--- src/rtl/mipi_pkg.sv ---
// Shared MIPI HS/LP constants and transmitter state encoding, common to
// the serializer and the receiver.
package mipi_pkg;

  localparam logic [7:0] MIPI_SYNC_BYTE    = 8'hB8;
  localparam logic [7:0] MIPI_HS_ZERO_BYTE = 8'h00;

  typedef enum logic [2:0] {
    StIdle,
    StLprq,
    StLpbr,
    StHsZero,
    StSync,
    StData,
    StTrail,
    StExit
  } mipi_tx_state_e;

endpackage

--- src/rtl/mipi_tx_lp_timer.sv ---
// Loadable saturating down-counter; done_o is high while the count is zero.
module mipi_tx_lp_timer #(
  parameter int unsigned CNT_W = 8
) (
  input  logic             clk,
  input  logic             resetb,
  input  logic             load_i,
  input  logic [CNT_W-1:0] load_val_i,
  output logic             done_o
);

  logic [CNT_W-1:0] cnt_q, cnt_d;

  always_comb begin
    cnt_d = cnt_q;
    if (load_i) begin
      cnt_d = load_val_i;
    end else if (cnt_q != '0) begin
      cnt_d = cnt_q - CNT_W'(1);
    end
  end

  always_ff @(posedge clk or negedge resetb) begin
    if (!resetb) begin
      cnt_q <= '0;
    end else begin
      cnt_q <= cnt_d;
    end
  end

  assign done_o = (cnt_q == '0);

endmodule

--- src/rtl/mipi_phy_ser.sv ---
// MIPI D-PHY byte-level transmitter: LP-11/01/00 entry, HS-zero, sync, payload,
// trail and LP-11 exit. Optional hs_data inversion under MIPI_TX_POLARITY_EN.
module mipi_phy_ser
  import mipi_pkg::*;
#(
  parameter int unsigned CNT_W = 8
) (
  input  logic             clk,
  input  logic             resetb,
  input  logic [7:0]       in_data,
  input  logic             in_valid,
  input  logic             in_last,
  output logic             in_ready,
  output logic [7:0]       hs_data,
  output logic             hs_oe,
  output logic             lp_p,
  output logic             lp_n,
  output logic             busy,
  output logic             underflow,
`ifdef MIPI_TX_POLARITY_EN
  input  logic             md_polarity,
`endif
  input  logic [CNT_W-1:0] lp_period,
  input  logic [CNT_W-1:0] hs_zero,
  input  logic [CNT_W-1:0] hs_trail
);

  mipi_tx_state_e state_q, state_d;
  logic [7:0]     data_q, data_d;
  logic           last_q, last_d;
  logic           uf_q, uf_d;
  logic           tmr_load;
  logic [CNT_W-1:0] tmr_val;
  logic           tmr_done;
  logic [7:0]     hs_raw;

  logic [CNT_W-1:0] lp_eff, hz_eff, ht_eff;

  // A programmed period of 0 behaves as 1.
  assign lp_eff = (lp_period == '0) ? CNT_W'(1) : lp_period;
  assign hz_eff = (hs_zero   == '0) ? CNT_W'(1) : hs_zero;
  assign ht_eff = (hs_trail  == '0) ? CNT_W'(1) : hs_trail;

  always_comb begin
    state_d = state_q;
    data_d  = data_q;
    last_d  = last_q;
    uf_d    = 1'b0;
    unique case (state_q)
      StIdle:   if (in_valid) state_d = StLprq;
      StLprq:   if (tmr_done) state_d = StLpbr;
      StLpbr:   if (tmr_done) state_d = StHsZero;
      StHsZero: begin
        if (tmr_done) begin
          state_d = StSync;
          // Seeds the trail polarity if the burst underflows before any byte.
          data_d  = MIPI_SYNC_BYTE;
          last_d  = 1'b0;
        end
      end
      StSync: begin
        if (in_valid) begin
          state_d = StData;
          data_d  = in_data;
          last_d  = in_last;
        end else begin
          state_d = StTrail;
          uf_d    = 1'b1;
        end
      end
      StData: begin
        if (last_q) begin
          state_d = StTrail;
        end else if (in_valid) begin
          data_d = in_data;
          last_d = in_last;
        end else begin
          state_d = StTrail;
          uf_d    = 1'b1;
        end
      end
      StTrail:  if (tmr_done) state_d = StExit;
      StExit:   if (tmr_done) state_d = StIdle;
      default:  state_d = StIdle;
    endcase
  end

  // Reload the shared timer on every state change; the loaded value is
  // (cycles in the new state) - 1 since the state exits once the count hits 0.
  always_comb begin
    tmr_load = (state_d != state_q);
    tmr_val  = '0;
    unique case (state_d)
      StLprq, StLpbr: tmr_val = lp_eff;
      StHsZero:       tmr_val = hz_eff - CNT_W'(1);
      StTrail:        tmr_val = ht_eff - CNT_W'(1);
      StExit:         tmr_val = lp_eff - CNT_W'(1);
      default:        tmr_val = '0;
    endcase
  end

  mipi_tx_lp_timer #(
    .CNT_W (CNT_W)
  ) u_timer (
    .clk        (clk),
    .resetb     (resetb),
    .load_i     (tmr_load),
    .load_val_i (tmr_val),
    .done_o     (tmr_done)
  );

  always_ff @(posedge clk or negedge resetb) begin
    if (!resetb) begin
      state_q <= StIdle;
      data_q  <= 8'h00;
      last_q  <= 1'b0;
      uf_q    <= 1'b0;
    end else begin
      state_q <= state_d;
      data_q  <= data_d;
      last_q  <= last_d;
      uf_q    <= uf_d;
    end
  end

  always_comb begin
    hs_raw = 8'h00;
    hs_oe  = 1'b0;
    lp_p   = 1'b1;
    lp_n   = 1'b1;
    unique case (state_q)
      StLprq: lp_p = 1'b0;
      StLpbr: begin
        lp_p = 1'b0;
        lp_n = 1'b0;
      end
      StHsZero: begin
        hs_oe  = 1'b1;
        hs_raw = MIPI_HS_ZERO_BYTE;
      end
      StSync: begin
        hs_oe  = 1'b1;
        hs_raw = MIPI_SYNC_BYTE;
      end
      StData: begin
        hs_oe  = 1'b1;
        hs_raw = data_q;
      end
      StTrail: begin
        hs_oe  = 1'b1;
        hs_raw = {8{~data_q[0]}};
      end
      default: ;
    endcase
  end

`ifdef MIPI_TX_POLARITY_EN
  assign hs_data = hs_raw ^ {8{md_polarity}};
`else
  assign hs_data = hs_raw;
`endif

  assign in_ready  = (state_q == StSync) || ((state_q == StData) && !last_q);
  assign busy      = (state_q != StIdle);
  assign underflow = uf_q;

endmodule

--- config.mk ---
export PLATFORM = sky130hd
export DESIGN_NAME = mipi_phy_ser
export DESIGN_NICKNAME = d
export VERILOG_FILES = /design/src/rtl/mipi_pkg.sv /design/src/rtl/mipi_tx_lp_timer.sv /design/src/rtl/mipi_phy_ser.sv
export SDC_FILE = /design/constraint.sdc
export NUM_CORES = 1
export LEC_CHECK = 0
export BUFFER_PORTS_ARGS = -buffer_cell sky130_fd_sc_hd__clkbuf_2
export CORE_UTILIZATION = 55
export DETAILED_ROUTE_END_ITERATION = 12
export PLACE_DENSITY = 0.86
export SYNTH_ARGS = -nofsm -noshare
export SYNTH_HDL_FRONTEND = slang
export SYNTH_SLANG_ARGS = --single-unit
--- constraint.sdc ---
create_clock -name clk -period 5.65 [get_ports clk]
set_input_delay 1.13 -clock clk [delete_from_list [all_inputs] [get_ports clk]]
set_output_delay 1.13 -clock clk [all_outputs]
set_load 0.005 [all_outputs]
==> impl_summary.md <==
Power and ir drop
The reported net switching power is 430 µW. The switching part of the total is 49.2%. Sequential cells burn 35.2% of the power. In this run the static leakage power is 0.904 nW.

The internal power consumption is 444 µW. Per report_power, the clock group accounts for 8.1% of the total. In this run, the combinational gates consume around 57% of the power. VDD sags by at most 0.000244 V. The total power per unit cell area is 430 nW/µm².

Synthesis
The cell count after synthesis is 231. The number of library cell types mapped by synthesis is 51. The number of flops mapped to enable cells by yosys is 0. The number of warnings issued by yosys is 0.

Summed over all instances, the cell type with the most area after synthesis is sky130_fd_sc_hd__dfrtp_1. The leading register cell type out of synthesis is sky130_fd_sc_hd__dfrtp_1. The top cell type's share of synthesized area is 29.9%.

The post-synthesis async set-or-reset flop share is 100%. After synthesis the cells add up to approximately 1800 µm². The post-synthesis average cell area is 7.62 µm². The share of the Yosys chip area taken by registers is 29.9%. Ranked by total cell area, the synthesized netlist is headed by sky130_fd_sc_hd__dfrtp_1 (30%), sky130_fd_sc_hd__nor2_1 (6.6%), sky130_fd_sc_hd__a21oi_1 (6.3%). The synthesized design contains 21 register bits. The number of nets in the synthesized netlist is between 200 and 300.

Global route
Entering global routing, the biggest net connects 24 pins. The first global-routing pass estimated 7180 µm of wire. The initial antenna violation count is 0. The overflow left after global routing is 0.

The via count of the first global-routing pass is 1657. Global routing used 26.8% of the available tracks across all layers.

Drt
The DRC violation count after routing is 0. The routed wire length is between 4000 and 5000 µm. Using the TritonRoute via totals, the vias-per-cell ratio works out to approximately 5.7. The number of iterations in the first detailed-routing pass is 4. Summing over every cut layer, the via total after detailed routing is approximately 1800. The number of nets with antenna violations after routing is 0. The wire length per cell is 13.4 µm. The initial detailed-routing violation count is 89.

Die
The die covers 3430 µm². From left edge to right edge, the die measures 58.6 µm. The vertical die dimension is 58.6 µm. The number of ports placed on the die boundary is 50.

The core region is 3050 µm². The floorplan has 20 rows. The initial core utilization is 57.6%.

Timing
The number of max-slew violations in the final report is 0. In the final timing run, aggregate negative setup slack is 0 ns. Setup repair after global routing left no endpoint under its margin. The worst clock skew is 0.00703 ns. The achievable frequency is 261 MHz. The final number of hold-violating endpoints is 0. The relative slew slack is 33.5%. The time the final worst path needs with I/O delays and setup is 3.83 ns.

For the pin with the worst max-slew slack, the measured transition is 0.992 ns. Setup violations remaining at the end of the flow were counted as 0. In the finished design, the share of the clock period the worst path needs comes to 67.7%.

Clock tree
After clock tree synthesis, the clock-pin slew on the worst setup and hold paths is 0.11 ns. In this run the number of H-tree levels came out at 1. Buffers added to address setup during post-CTS repair amount to 0. TritonCTS built the clock tree. The total CTS buffers is 3.

The tree is rooted in a sky130_fd_sc_hd__clkbuf_4. Buffers inserted to repair hold after CTS numbered 0. The buffer depth of the longest clock path is 2. The number of gates resized after CTS was 0. The TritonCTS sink count is 21.

The clock insertion delay at the later pin of the skew report is 0.30 ns.

Layout
In the final layout, the multi-input gates occupy approximately 1100 µm². Leaving out fill and tap cells, the most frequent cell in the layout is sky130_fd_sc_hd__clkbuf_2. Leaving out fill and tap cells, the most frequent cells in the layout are sky130_fd_sc_hd__clkbuf_2 (49), sky130_fd_sc_hd__nor2_1 (31), sky130_fd_sc_hd__nand2_1 (23). The total inserted antenna cells is 0. Cells with a size suffix above 1 make up approximately 23% of the layout. Across the whole layout, storage elements account for roughly 530 µm². Relative to the synthesized area, the layout overhead comes to 15.4%. The final cell area excluding filler cells is roughly 2000 µm². The number of nets in the layout is 311. The post-route core utilization is roughly two thirds. Counting the fill cells in the layout gives around 280.

Worst setup path
Of all nets on the critical path, the largest fanout is 11. The required time of the worst setup path is between 5 and 6 ns. The capturing element type of the critical path is a flop. STA puts the critical path data arrival time at 3.98 ns. The setup path with the least slack is of type reg -> reg.

STA classifies the critical path startpoint as a flop.

Placement
The routability congestion estimate from global placement is 0.938. The half-perimeter wire length after detailed placement is 3290 µm. Port buffering added 49 buffers. Once placement finished, the instance area stood at 2000 µm².

Hold path
The min-delay analysis places its worst path in the category reg -> reg.

Run status
The run finished with clean final reports.

Run
Max-cap violations in this run came to 0.
==> cell usage after synthesis (2+ instances only) <==
cell                       instances
sky130_fd_sc_hd__nand2b_1          5
sky130_fd_sc_hd__o21ai_1           5
sky130_fd_sc_hd__or3_1             2
sky130_fd_sc_hd__nor2_1           31
sky130_fd_sc_hd__o221ai_1          2
sky130_fd_sc_hd__a31oi_1           3
sky130_fd_sc_hd__nand3_1          12
sky130_fd_sc_hd__nor3_1            7
sky130_fd_sc_hd__a32oi_1           3
sky130_fd_sc_hd__xor2_1            2
sky130_fd_sc_hd__o21ai_0          13
sky130_fd_sc_hd__nand2_1          23
sky130_fd_sc_hd__o211ai_1          2
sky130_fd_sc_hd__xnor2_1           8
sky130_fd_sc_hd__mux2i_1           4
sky130_fd_sc_hd__ha_1              2
sky130_fd_sc_hd__dfrtp_1          21
sky130_fd_sc_hd__clkbuf_1          8
sky130_fd_sc_hd__a21oi_1          22
sky130_fd_sc_hd__inv_1            15
sky130_fd_sc_hd__nand3b_1          2
sky130_fd_sc_hd__nor4_1            4
sky130_fd_sc_hd__nor4b_1           2
sky130_fd_sc_hd__nor2b_1           6
==> flip-flops by register name, summed over array words and instances (netlist names) <==
register and cells:
last_q 1, u_timer.cnt_q 8, state_q 3, data_q 8
underflow 1
==> path summary, 6_finish.rpt <==
check,start,to,slack [ns],cells past startpoint
max,u_timer.cnt_q[0]$_DFFE_PN0P_,u_timer.cnt_q[6]$_DFFE_PN0P_,1.82,13
min,data_q[5]$_DFFE_PN0P_,data_q[5]$_DFFE_PN0P_,0.55,2
max reg2reg,u_timer.cnt_q[0]$_DFFE_PN0P_,u_timer.cnt_q[6]$_DFFE_PN0P_,1.82,13
min reg2reg,data_q[5]$_DFFE_PN0P_,data_q[5]$_DFFE_PN0P_,0.55,2
max in group asynchronous,resetb,data_q[4]$_DFFE_PN0P_,4.51,1
min in group asynchronous,resetb,data_q[6]$_DFFE_PN0P_,0.78,1
==> metrics by stage <==
step	std cells	hold WS [ns]	setup WS [ns]	total power, mW
finish	316	0.550	1.82	0.874
global route	316	0.559	1.56	0.955
CTS	316	0.550	1.84	0.872
detailed placement	312	0.530	1.86	0.796
global placement	312	0.514	2.15	0.780
floorplan	231	0.495	2.65	0.684
==> power groups by stage <==
stage / clock network (mW) / registers (mW) / logic [mW]
6_report: 0.0708 / 0.307 / 0.496
5_1_grt: 0.0816 / 0.318 / 0.556
4_1_cts: 0.0734 / 0.305 / 0.493
3_5_place_dp: 0 / 0.308 / 0.489
3_3_place_gp: 0 / 0.306 / 0.474
2_1_floorplan: 0 / 0.261 / 0.424
==> routing by layer <==
layer / vias to the layer above / wire length, µm / global-route usage [%] / part of all wire, %
met2: 67 / 1950 / 43.2 / 46
met4: 0 / 59 / 8.84 / 1.4
met1: 823 / 2000 / 37.5 / 47
met3: 8 / 235 / 3.30 / 5.5
li1: 910 / - / - / -
met5: - / 0 / 0 / 0
==> worst max-delay path, stage by stage, from the launching register on <==
cell and delay [ns]:
sky130_fd_sc_hd__dfrtp_1 0.45, sky130_fd_sc_hd__inv_1 0.08, sky130_fd_sc_hd__ha_1 0.23, sky130_fd_sc_hd__nor3b_2 0.36, sky130_fd_sc_hd__nand2_4 0.15, sky130_fd_sc_hd__mux2i_1 0.65
sky130_fd_sc_hd__a221o_1 0.48, sky130_fd_sc_hd__o21ai_1 0.16, sky130_fd_sc_hd__nor2b_1 0.15, sky130_fd_sc_hd__ha_1 0.21, sky130_fd_sc_hd__o2111ai_1 0.15, sky130_fd_sc_hd__nor4b_2 0.28
sky130_fd_sc_hd__xnor2_1 0.17, sky130_fd_sc_hd__o221ai_1 0.15
==> layout make-up <==
cell class / count / area share [%]
clock buffer: 4 / 1.29
inverter: 15 / 2.77
multi-input combinational: 183 / 55.3
sequential: 21 / 25.9
tap: 44 / 2.71
timing repair buffer: 49 / 12.1
==> logic make-up (layout without fill, tap and decap cells) <==
kind of cell	after synthesis	count (layout)	synth area share, %
DFF	21	21	29.9
AOI/OAI and AO/OA	63	63	23.7
and+or+nand+nor	104	104	31.4
muxes	4	4	2.28
adders and majority gates	2	2	1.42
buffers and inverters	27	68	6.33
xor gates and xnor gates	10	10	4.98
Power figures use the tool's default switching activity.
